## src/rtl/abm_mux_ctrl_if.sv

```systemverilog
// Mux-output AW/AR valid/ready pairs plus W/B/R snoop signals for abm_mux_ctrl.
// slave: controller view; master: the surrounding mux/downstream view.
interface abm_mux_ctrl_if;
  logic S_AXI_AWVALID, S_AXI_AWREADY, M_AXI_AWVALID, M_AXI_AWREADY;
  logic S_AXI_ARVALID, S_AXI_ARREADY, M_AXI_ARVALID, M_AXI_ARREADY;
  logic M_AXI_WVALID, M_AXI_WREADY, M_AXI_WLAST;
  logic M_AXI_BVALID, M_AXI_BREADY;
  logic M_AXI_RVALID, M_AXI_RREADY, M_AXI_RLAST;

  modport slave (
    input  S_AXI_AWVALID, M_AXI_AWREADY, S_AXI_ARVALID, M_AXI_ARREADY,
    input  M_AXI_WVALID, M_AXI_WREADY, M_AXI_WLAST,
    input  M_AXI_BVALID, M_AXI_BREADY,
    input  M_AXI_RVALID, M_AXI_RREADY, M_AXI_RLAST,
    output S_AXI_AWREADY, M_AXI_AWVALID, S_AXI_ARREADY, M_AXI_ARVALID
  );

  modport master (
    output S_AXI_AWVALID, M_AXI_AWREADY, S_AXI_ARVALID, M_AXI_ARREADY,
    output M_AXI_WVALID, M_AXI_WREADY, M_AXI_WLAST,
    output M_AXI_BVALID, M_AXI_BREADY,
    output M_AXI_RVALID, M_AXI_RREADY, M_AXI_RLAST,
    input  S_AXI_AWREADY, M_AXI_AWVALID, S_AXI_ARREADY, M_AXI_ARVALID
  );
endinterface

```

## src/rtl/abm_mux_ctrl.sv

```systemverilog
// Safe select switch for a 2:1 AXI4-MM slave mux: drains outstanding traffic before flipping.
// Optional drain-timeout flag enabled by `define ABM_MUX_CTRL_TIMEOUT_EN.
module abm_mux_ctrl #(
  parameter int unsigned MAX_OUT        = 16,
  parameter int unsigned SETTLE_CYCLES  = 2,
  parameter int unsigned TIMEOUT_CYCLES = 65536
) (
  input  logic           clk,
  input  logic           resetn,
  input  logic           select_req,
  output logic           select_s1,
  output logic           sel_ready,
  output logic           drain_timeout,
  abm_mux_ctrl_if.slave  axi
);

  localparam int unsigned CW = $clog2(MAX_OUT + 1);
  localparam int unsigned SW = (SETTLE_CYCLES > 1) ? $clog2(SETTLE_CYCLES) : 1;
  localparam logic [CW-1:0] MAX_CNT   = CW'(MAX_OUT);
  localparam logic [SW-1:0] SETTLE_END = SW'(SETTLE_CYCLES - 1);

  if (SETTLE_CYCLES < 1 || TIMEOUT_CYCLES < 1) begin : g_param_check
    $error("abm_mux_ctrl: SETTLE_CYCLES and TIMEOUT_CYCLES must be >= 1");
  end

  typedef enum logic [1:0] {RUN, DRAIN, SETTLE} state_t;

  state_t        state, state_nxt;
  logic          flip;
  logic [CW-1:0] wr_cnt, rd_cnt;
  logic [SW-1:0] settle_cnt;
  logic          w_open, aw_hold, ar_hold;
  logic          aw_gate, ar_gate;
  logic          aw_acc, ar_acc, b_acc, r_acc, w_beat;
  logic          drained;

  // A held (presented, not yet accepted) address keeps its gate open regardless of state.
  assign aw_gate = ((state == RUN) && (wr_cnt < MAX_CNT)) || aw_hold;
  assign ar_gate = ((state == RUN) && (rd_cnt < MAX_CNT)) || ar_hold;

  assign axi.M_AXI_AWVALID = axi.S_AXI_AWVALID & aw_gate;
  assign axi.S_AXI_AWREADY = axi.M_AXI_AWREADY & aw_gate;
  assign axi.M_AXI_ARVALID = axi.S_AXI_ARVALID & ar_gate;
  assign axi.S_AXI_ARREADY = axi.M_AXI_ARREADY & ar_gate;

  assign aw_acc = axi.M_AXI_AWVALID & axi.M_AXI_AWREADY;
  assign ar_acc = axi.M_AXI_ARVALID & axi.M_AXI_ARREADY;
  assign b_acc  = axi.M_AXI_BVALID & axi.M_AXI_BREADY;
  assign r_acc  = axi.M_AXI_RVALID & axi.M_AXI_RREADY & axi.M_AXI_RLAST;
  assign w_beat = axi.M_AXI_WVALID & axi.M_AXI_WREADY;

  assign drained = (wr_cnt == '0) && (rd_cnt == '0) && !w_open && !aw_hold && !ar_hold;

  assign sel_ready = (state == RUN) && (select_s1 == select_req);

  always_comb begin
    state_nxt = state;
    flip      = 1'b0;
    case (state)
      RUN:    if (select_req != select_s1) state_nxt = DRAIN;
      DRAIN: begin
        if (select_req == select_s1) begin
          state_nxt = RUN;
        end else if (drained) begin
          state_nxt = SETTLE;
          flip      = 1'b1;
        end
      end
      SETTLE: if (settle_cnt == SETTLE_END) state_nxt = RUN;
      default: state_nxt = RUN;
    endcase
  end

  always_ff @(posedge clk or negedge resetn) begin
    if (!resetn) begin
      state      <= RUN;
      select_s1  <= 1'b0;
      settle_cnt <= '0;
    end else begin
      state <= state_nxt;
      if (flip) select_s1 <= select_req;
      if (state == SETTLE) settle_cnt <= settle_cnt + 1'b1;
      else                 settle_cnt <= '0;
    end
  end

  always_ff @(posedge clk or negedge resetn) begin
    if (!resetn) begin
      wr_cnt  <= '0;
      rd_cnt  <= '0;
      w_open  <= 1'b0;
      aw_hold <= 1'b0;
      ar_hold <= 1'b0;
    end else begin
      if (aw_acc && !b_acc)                       wr_cnt <= wr_cnt + 1'b1;
      else if (!aw_acc && b_acc && wr_cnt != '0)  wr_cnt <= wr_cnt - 1'b1;
      if (ar_acc && !r_acc)                       rd_cnt <= rd_cnt + 1'b1;
      else if (!ar_acc && r_acc && rd_cnt != '0)  rd_cnt <= rd_cnt - 1'b1;
      if (w_beat) w_open <= !axi.M_AXI_WLAST;
      aw_hold <= axi.M_AXI_AWVALID & ~axi.M_AXI_AWREADY;
      ar_hold <= axi.M_AXI_ARVALID & ~axi.M_AXI_ARREADY;
    end
  end

`ifdef ABM_MUX_CTRL_TIMEOUT_EN
  localparam int unsigned TW = $clog2(TIMEOUT_CYCLES + 1);
  logic [TW-1:0] to_cnt;
  logic          to_flag;

  always_ff @(posedge clk or negedge resetn) begin
    if (!resetn) begin
      to_cnt  <= '0;
      to_flag <= 1'b0;
    end else if (state == DRAIN) begin
      if (to_cnt != TW'(TIMEOUT_CYCLES)) to_cnt <= to_cnt + 1'b1;
      if (to_cnt == TW'(TIMEOUT_CYCLES - 1)) to_flag <= 1'b1;
    end else begin
      to_cnt <= '0;
    end
  end

  assign drain_timeout = to_flag;
`else
  assign drain_timeout = 1'b0;
`endif

endmodule
```

## src/flat_wrapper.sv

```systemverilog
// flat-port wrapper written by rule: the top's interface ports become plain ports
module abm_mux_ctrl_flat 
#(
  parameter int unsigned MAX_OUT        = 16,
  parameter int unsigned SETTLE_CYCLES  = 2,
  parameter int unsigned TIMEOUT_CYCLES = 65536
)
  (clk, resetn, select_req, select_s1, sel_ready, drain_timeout, axi_S_AXI_AWVALID, axi_M_AXI_AWREADY, axi_S_AXI_ARVALID, axi_M_AXI_ARREADY, axi_M_AXI_WVALID, axi_M_AXI_WREADY, axi_M_AXI_WLAST, axi_M_AXI_BVALID, axi_M_AXI_BREADY, axi_M_AXI_RVALID, axi_M_AXI_RREADY, axi_M_AXI_RLAST, axi_S_AXI_AWREADY, axi_M_AXI_AWVALID, axi_S_AXI_ARREADY, axi_M_AXI_ARVALID);
  abm_mux_ctrl_if axi_i ();
  input  logic clk;
  input  logic resetn;
  input  logic select_req;
  output logic select_s1;
  output logic sel_ready;
  output logic drain_timeout;
  input wire logic [$bits(axi_i.S_AXI_AWVALID)-1:0] axi_S_AXI_AWVALID;
  input wire logic [$bits(axi_i.M_AXI_AWREADY)-1:0] axi_M_AXI_AWREADY;
  input wire logic [$bits(axi_i.S_AXI_ARVALID)-1:0] axi_S_AXI_ARVALID;
  input wire logic [$bits(axi_i.M_AXI_ARREADY)-1:0] axi_M_AXI_ARREADY;
  input wire logic [$bits(axi_i.M_AXI_WVALID)-1:0] axi_M_AXI_WVALID;
  input wire logic [$bits(axi_i.M_AXI_WREADY)-1:0] axi_M_AXI_WREADY;
  input wire logic [$bits(axi_i.M_AXI_WLAST)-1:0] axi_M_AXI_WLAST;
  input wire logic [$bits(axi_i.M_AXI_BVALID)-1:0] axi_M_AXI_BVALID;
  input wire logic [$bits(axi_i.M_AXI_BREADY)-1:0] axi_M_AXI_BREADY;
  input wire logic [$bits(axi_i.M_AXI_RVALID)-1:0] axi_M_AXI_RVALID;
  input wire logic [$bits(axi_i.M_AXI_RREADY)-1:0] axi_M_AXI_RREADY;
  input wire logic [$bits(axi_i.M_AXI_RLAST)-1:0] axi_M_AXI_RLAST;
  output wire logic [$bits(axi_i.S_AXI_AWREADY)-1:0] axi_S_AXI_AWREADY;
  output wire logic [$bits(axi_i.M_AXI_AWVALID)-1:0] axi_M_AXI_AWVALID;
  output wire logic [$bits(axi_i.S_AXI_ARREADY)-1:0] axi_S_AXI_ARREADY;
  output wire logic [$bits(axi_i.M_AXI_ARVALID)-1:0] axi_M_AXI_ARVALID;
  assign axi_i.S_AXI_AWVALID = axi_S_AXI_AWVALID;
  assign axi_i.M_AXI_AWREADY = axi_M_AXI_AWREADY;
  assign axi_i.S_AXI_ARVALID = axi_S_AXI_ARVALID;
  assign axi_i.M_AXI_ARREADY = axi_M_AXI_ARREADY;
  assign axi_i.M_AXI_WVALID = axi_M_AXI_WVALID;
  assign axi_i.M_AXI_WREADY = axi_M_AXI_WREADY;
  assign axi_i.M_AXI_WLAST = axi_M_AXI_WLAST;
  assign axi_i.M_AXI_BVALID = axi_M_AXI_BVALID;
  assign axi_i.M_AXI_BREADY = axi_M_AXI_BREADY;
  assign axi_i.M_AXI_RVALID = axi_M_AXI_RVALID;
  assign axi_i.M_AXI_RREADY = axi_M_AXI_RREADY;
  assign axi_i.M_AXI_RLAST = axi_M_AXI_RLAST;
  assign axi_S_AXI_AWREADY = axi_i.S_AXI_AWREADY;
  assign axi_M_AXI_AWVALID = axi_i.M_AXI_AWVALID;
  assign axi_S_AXI_ARREADY = axi_i.S_AXI_ARREADY;
  assign axi_M_AXI_ARVALID = axi_i.M_AXI_ARVALID;
  abm_mux_ctrl #(.MAX_OUT(MAX_OUT), .SETTLE_CYCLES(SETTLE_CYCLES), .TIMEOUT_CYCLES(TIMEOUT_CYCLES)) u_core (.clk(clk), .resetn(resetn), .select_req(select_req), .select_s1(select_s1), .sel_ready(sel_ready), .drain_timeout(drain_timeout), .axi(axi_i));
endmodule
```

## config.mk

```make
export PLATFORM = sky130hd
export DESIGN_NAME = abm_mux_ctrl_flat
export DESIGN_NICKNAME = d
export VERILOG_FILES = /design/src/rtl/abm_mux_ctrl_if.sv /design/src/rtl/abm_mux_ctrl.sv /design/src/flat_wrapper.sv
export SDC_FILE = /design/constraint.sdc
export NUM_CORES = 1
export LEC_CHECK = 0
export BUFFER_PORTS_ARGS = -buffer_cell sky130_fd_sc_hd__buf_2
export CORE_MARGIN = 2
export CORE_UTILIZATION = 45
export CTS_BUF_LIST = sky130_fd_sc_hd__clkbuf_8 sky130_fd_sc_hd__clkbuf_16
export DETAILED_ROUTE_END_ITERATION = 8
export GPL_ROUTABILITY_DRIVEN = 0
export PLACE_DENSITY = 0.7
export SLEW_MARGIN = 30
export SYNTH_ARGS = -nofsm -noshare
export SYNTH_HDL_FRONTEND = slang
export SYNTH_SLANG_ARGS = --single-unit
```

## constraint.sdc

```tcl
create_clock -name clk -period 2.7 [get_ports clk]
set_clock_uncertainty 0.2 [all_clocks]
set_input_delay 0.54 -clock clk [delete_from_list [all_inputs] [get_ports clk]]
set_output_delay 0.54 -clock clk [all_outputs]
set_load 0.02 [all_outputs]
```

==> results of run 1 <==
## placed cells by master, fill, tap and decap left out, types with 2 or more instances in the layout
cell type and instances:
nand2_1 3, a2111o_1 2, xor2_1 4, o21a_1 3, dfrtp_1 17, o21ai_1 2
clkbuf_8 3, buf_4 6, ha_1 7, fa_1 2, nor2b_1 5, a21o_1 2
buf_2 20, a21oi_1 5, inv_1 7, xnor2_1 3, nor3_1 3, nand3_1 3
or2_2 2, mux2_2 3
## per-stage QoR
| stage | hold WS, ns | instances | util [%] | power [mW] | worst slack (ns) |
|---|---|---|---|---|---|
| 3_3_place_gp | 0.203 | 156 | 53.3 | 1.08 | 0.109 |
| 6_report | -0.000660 | 160 | 55.2 | 1.27 | 0.0753 |
| 4_1_cts | 0.0193 | 160 | 55.2 | 1.30 | 0.0627 |
| 2_1_floorplan | 0.0444 | 102 | - | 0.917 | 0.0778 |
| 5_1_grt | 0.0302 | 160 | 55.2 | 1.38 | -0.0395 |
| 3_5_place_dp | 0.207 | 156 | 53.3 | 1.11 | 0.0407 |
## power by group through the flow
stage	clock, mW	sequential (mW)	combinational, mW
4_1_cts	0.188	0.425	0.682
3_5_place_dp	0	0.429	0.678
3_3_place_gp	0	0.426	0.649
6_report	0.180	0.425	0.669
5_1_grt	0.203	0.436	0.744
2_1_floorplan	0	0.429	0.488
## sequential cells by signal, summed over array words and instances (netlist names)
name               flops
u_core.w_open          1
u_core.aw_hold         1
u_core.rd_cnt          5
u_core.state           2
u_core.ar_hold         1
u_core.settle_cnt      1
u_core.select_s1       1
u_core.wr_cnt          5
## layer usage
metal	part of all wire, %	global-route usage, %
met5	0	0
met4	0	2.50
met3	5.2	6.67
met2	56	30.1
met1	39	14.0
## layout make-up
type | instances | area, µm²
tap | 30 | 37.5
clock inverter | 1 | 3.75
timing repair buffer | 26 | 145
fill | 230 | 1090
clock buffer | 3 | 41.3
sequential | 17 | 425
multi-input combinational | 77 | 667
inverter | 6 | 22.5
## cells in the mapped netlist, drive strengths merged, types with 2 or more instances
cell	instances
dfrtp	17
ha	7
inv	6
a21oi	5
mux2	5
nor2b	5
nor3	4
xor2	4
nand2	3
nand3	3
o21a	3
o21ai	3
xnor2	3
a2111o	2
a21o	2
fa	2
mux2i	2
o2111ai	2
o211ai	2
or2	2
or4	2
## worst min path at each step
| stage | start | to | cells past startpoint |
|---|---|---|---|
| detailed placement | u_core.settle_cnt$_DFF_PN0_ | u_core.settle_cnt$_DFF_PN0_ | 1 |
| CTS | resetn | u_core.aw_hold$_DFF_PN0_ | 1 |
| floorplan | resetn | u_core.ar_hold$_DFF_PN0_ | 0 |
| finish | resetn | u_core.aw_hold$_DFF_PN0_ | 1 |
| global placement | u_core.settle_cnt$_DFF_PN0_ | u_core.settle_cnt$_DFF_PN0_ | 1 |
| global route | resetn | u_core.aw_hold$_DFF_PN0_ | 1 |
## cell families after synthesis
logic type               share of synthesized area, %
other                                           0.333
AO/OA/AOI/OAI                                    17.8
buffers and inverters                            3.00
flip-flops                                       37.8
AND/OR/NAND/NOR                                  16.9
XOR/XNOR                                         5.44
multiplexers                                     7.44
adder cells (fa/ha/maj)                          11.3
## critical path: stages, from the launching register on
cell	delay, ns
dfrtp_1	0.43
nor3_2	0.30
o2111ai_2	0.23
fa_1	0.50
a21o_1	0.18
a21oi_1	0.18
or4b_1	0.46
nand4_1	0.10
==> impl_metrics.ini, run 1 <==
[outcome]
status = finished with violations
violated_checks = negative hold slack

[logic_synthesis]
yosys.cell_types.count = 47
synthTopCellsByArea = dfrtp_1 38%, ha_1 7.8%, fa_1 3.6%, xor2_1 3.1%, mux2_2 3.0%
postSynthAreaPerCell_um2 = 11.0
synth_warnings = 0
postSynthNetCount = 126
postSynthCellCount = 102
synth_top_area_cell = dfrtp_1
yosys_register_bits = 17
number_of_enable_type_register_cells_in_the_synthesized_netlist = 0
synth_sequential_area_ratio_pct = 37.8
synth-main-ff-cell = dfrtp_1
yosys.area.top_type_share_pct = 37.8
area_of_the_mapped_netlist_mm2 = 0.00113
postSynth.asyncResetShare_pct = 100

[setup_path]
timing.critical_path.fanout_max = 5
cp_data_required_time_ns = 2.68
r2r-end = u_core.wr_cnt[4]$_DFFE_PN0P_
regToRegSetupSlack_ns = 0.08
path_class = flop to flop
regToRegStartpoint = u_core.state[0]$_DFFE_PN0P_
launching_element_type_of_the_critical_path = flop
crit_path_start = u_core.state[0]$_DFFE_PN0P_
r2r_cells = 7
worstSetupEndpointType = flop
endpoint = u_core.wr_cnt[4]$_DFFE_PN0P_
arrival_ns = 2.61

[power_and_ir_drop]
power_switching_mw = 0.493
power.density_cell_area_mw_per_mm2 = 949
clock_power_share_pct = 14.1
power_frac_seq_pct = 33.4
vdd_drop_max_mv = 0.470
switching_share_pct = 38.7
p_comb_share_pct = 52.5
cell_internal_pwr_mw = 0.781
total_leakage_power_nw = 0.629

[grt]
wire_length_of_the_first_global_routing_pass_um = 3140
grt_antenna_before_repair = 0
globalRouteOverflowTotal = 0
grt_pass1_vias = 820
grt_start_max_net_pins = 18
globalRouteTotalUtil_pct = 15.1

[cts]
clock_sinks = 17
ctsHoldBuffers = 0
clk_transition_reported_paths_ns = 0.06
ctsRootBufferMaster = clkbuf_8
post_cts_buffers = 0
cts_htree_levels = 1
clock_tree.buffer_depth = 2
cts_buffers = 3
clock_latency_ns = 0.25
tritoncts = yes
postCtsResizedCells = 0

[timing]
final_hold_viol_count = 1
headroom_to_the_max_slew_limit_pct = 63.3
transition_at_the_pin_with_the_smallest_max_transition_slack_ns = 0.542
timing.final.setup_violations = 0
final_max_slew_viol_count = 0
setup_tns_ns = 0
period_minus_slack_ns = 2.62
fin_crit_sh_pct = 97.2
grt_setup_unrepaired = yes
hold_worst_slack_ns = -0.000660
clock.fmax_mhz = 381

[die]
die_w_um = 54.0
coreArea_mm2 = 0.00243
die_area_mm2 = 0.00292
number_of_cell_rows = 18
die_h_um = 54.0
pin_count = 22
starting_utilization_of_the_core_area_pct = 46.3

[detailed_routing]
ant_nets = 0
route.detailed.drc = 0
detail_route.wirelength_um = 2050
routed_wl_per_cell_um = 12.8
drtPass1Iterations = 4
vias_after_detailed_routing = 887
vias_per_std_cell = 5.54
drt-initial-drc-count = 12

[place]
placed_area_mm2 = 0.00130
buffer_ports.inserted = 20
dpl.hpwl_um = 1720

[layout]
antenna_cells_inserted = 0
areaGrowthSynthToFinish_pct = 19.2
design.final.nets = 155
post_route_cells_drive_above_1_share_pct = 32.3
postLayoutCellArea_mm2 = 0.00134

[flow_run]
max-cap-violations = 0

[min_path]
min_path_type = input pin to async pin
Note: power is estimated with default switching activity, not from simulation.
==> run 2, diff against run 1 <==
--- a/config.mk
+++ b/config.mk
@@ -9,10 +9,10 @@
 export CORE_MARGIN = 2
 export CORE_UTILIZATION = 45
 export CTS_BUF_LIST = sky130_fd_sc_hd__clkbuf_8 sky130_fd_sc_hd__clkbuf_16
+export CTS_CLUSTER_DIAMETER = 200
 export DETAILED_ROUTE_END_ITERATION = 8
 export GPL_ROUTABILITY_DRIVEN = 0
 export PLACE_DENSITY = 0.7
-export SLEW_MARGIN = 30
 export SYNTH_ARGS = -nofsm -noshare
 export SYNTH_HDL_FRONTEND = slang
 export SYNTH_SLANG_ARGS = --single-unit
==> constraint.sdc (replaced) <==
create_clock -name clk -period 2.7 [get_ports clk]
set_clock_uncertainty 0.2 [all_clocks]
set_input_delay 0.27 -clock clk [delete_from_list [all_inputs] [get_ports clk]]
set_output_delay 0.27 -clock clk [all_outputs]
set_load 0.02 [all_outputs]
==> run 2 against run 1 <==
Compared with the run above: the run now ends clean; sequential cell count is the same; design area grew 1.9%; die area is the same; sequential share of layout area shrank 0.58 points; setup slack gained 0.054 ns; total power grew 1.4%.
==> impl_metrics.ini, run 2 (same netlist as run 1, synthesis figures left out) <==
[outcome]
status = complete, no violations

[timing]
final_max_slew_viol_count = 0
period_minus_slack_ns = 2.57
hold_worst_slack_ns = 0.00862
timing.final.setup_violations = 0
headroom_to_the_max_slew_limit_pct = 66.2
clock.fmax_mhz = 389
transition_at_the_pin_with_the_smallest_max_transition_slack_ns = 0.500
grt_setup_unrepaired = yes
worst_slack_ns = 0.130
setup_tns_ns = 0
fin_crit_sh_pct = 95.2
final_hold_viol_count = 0

[detailed_routing]
route.detailed.drc = 0
vias_after_detailed_routing = 888
ant_nets = 0
drtPass1Iterations = 4
routed_wl_per_cell_um = 12.8
drt-initial-drc-count = 5
vias_per_std_cell = 5.55
detail_route.wirelength_um = 2040

[grt]
grt_most_used_layer = met2
grt_start_max_net_pins = 18
grt_use_met1_pct = 18.3
global_route.usage.met3_pct = 4.17
grt_antenna_before_repair = 0
globalRouteTotalUtil_pct = 16.4
grt_pass1_vias = 861
wire_length_of_the_first_global_routing_pass_um = 3440
globalRouteOverflowTotal = 0
groute.layer.met2.usage_pct = 29.1

[die]
pin_count = 22
die_w_um = 54.0
die_area_mm2 = 0.00292
number_of_cell_rows = 18
coreArea_mm2 = 0.00243
starting_utilization_of_the_core_area_pct = 46.3
die_h_um = 54.0

[power_and_ir_drop]
power.density_cell_area_mw_per_mm2 = 945
switching_share_pct = 39.2
vdd_drop_max_mv = 0.430
cell_internal_pwr_mw = 0.786
total_leakage_power_nw = 0.632
p_comb_share_pct = 52.7
power_frac_seq_pct = 33.1
power_switching_mw = 0.506
clock_power_share_pct = 14.2

[layout]
mostFrequentLayoutCells = 20 x buf_2, 17 x dfrtp_1, 7 x inv_1, 7 x ha_1
final-seq-area_um2 = 425
post_route_cells_drive_above_1_share_pct = 32.3
reg.largest.list = u_core.rd_cnt (5), u_core.wr_cnt (5), u_core.state (2)
layout.core_utilization_pct = 56.2
final_common_cell = buf_2
antenna_cells_inserted = 0
areaGrowthSynthToFinish_pct = 21.4
design.final.nets = 155
multiInputGateArea_um2 = 689
postLayoutCellArea_mm2 = 0.00137
fillers = 199

[cts]
clock_latency_ns = 0.25
ctsRootBufferMaster = clkbuf_8
clock_sinks = 17
post_cts_buffers = 0
cts_htree_levels = 1
cts_buffers = 3
clk_transition_reported_paths_ns = 0.06
tritoncts = yes
clock_tree.buffer_depth = 2

[setup_path]
worst_path_max_delay_cell = fa_1
cpPeakStageDelay_ns = 0.49
arrival_ns = 2.55
critical_path_cell_by_cell = nor3_4, o2111ai_4, fa_1, a21o_1, a21oi_1, or4b_1, nand4_1
path_class = flop to flop
cp_data_required_time_ns = 2.68
launching_element_type_of_the_critical_path = flop
worstSetupEndpointType = flop
timing.critical_path.fanout_max = 5

[flow_run]
max-cap-violations = 0

[place]
dpl.hpwl_um = 1640
placed_area_mm2 = 0.00129
placement.setup.worst_slack_ns = 0.0774
buffer_ports.inserted = 20

[min_path]
min_path_type = input pin to flop
[run 2: path summary, 6_finish.rpt]
check	from	cells past startpoint	end	slack (ns)
worst max-delay path	u_core.state[0]$_DFFE_PN0P_	7	u_core.wr_cnt[4]$_DFFE_PN0P_	0.13
worst min-delay path	axi_M_AXI_WLAST	2	u_core.w_open$_DFFE_PN0P_	0.009
worst max register to register	u_core.state[0]$_DFFE_PN0P_	7	u_core.wr_cnt[4]$_DFFE_PN0P_	0.13
worst min register to register	u_core.settle_cnt$_DFF_PN0_	1	u_core.settle_cnt$_DFF_PN0_	0.22
max in group asynchronous	resetn	2	u_core.wr_cnt[0]$_DFFE_PN0P_	1.75
min in group asynchronous	resetn	2	u_core.aw_hold$_DFF_PN0_	0.27
[run 2: worst max-delay path, delay by kind of cell, from the launching register on]
kind,cells,cell delay [ns]
adders and majority gates,1,0.49
DFF,1,0.45
AOI/OAI and AO/OA,3,0.52
and+or+nand+nor,3,0.84
[run 2: timing repair]
item / in CTS / in global routing
resized for setup: 0 / 3
endpoints found under the setup margin: 0 / 2
endpoints found under the hold margin: 17 / 0
hold buffers: 1 / 0
[run 2: cell type report]
type / count / area share [%]
Inverter: 6 / 1.65
Tap cell: 30 / 2.74
Timing Repair Buffer: 26 / 10.8
Sequential cell: 17 / 31.1
Multi-Input combinational cell: 77 / 50.4
Clock inverter: 1 / 0.274
Clock buffer: 3 / 3.02
[run 2: metrics by stage]
step	total power, mW	instances
global placement	1.07	155
global route	1.42	160
floorplan	0.917	102
finish	1.29	160
CTS	1.29	160
detailed placement	1.10	155
[run 2: power by group through the flow]
stage          registers (mW)  clock network (mW)  logic (mW)
5_1_grt                 0.441               0.201       0.774
3_5_place_dp            0.428                   0       0.671
2_1_floorplan           0.429                   0       0.488
4_1_cts                 0.423               0.190       0.676
3_3_place_gp            0.426                   0       0.646
6_report                0.428               0.183       0.681
[run 2: metal layers]
metal | vias up | share of wire, %
li1 | 439 | -
met2 | 21 | 51
met4 | 0 | 1.2
met1 | 424 | 44
met5 | - | 0
met3 | 4 | 4.0
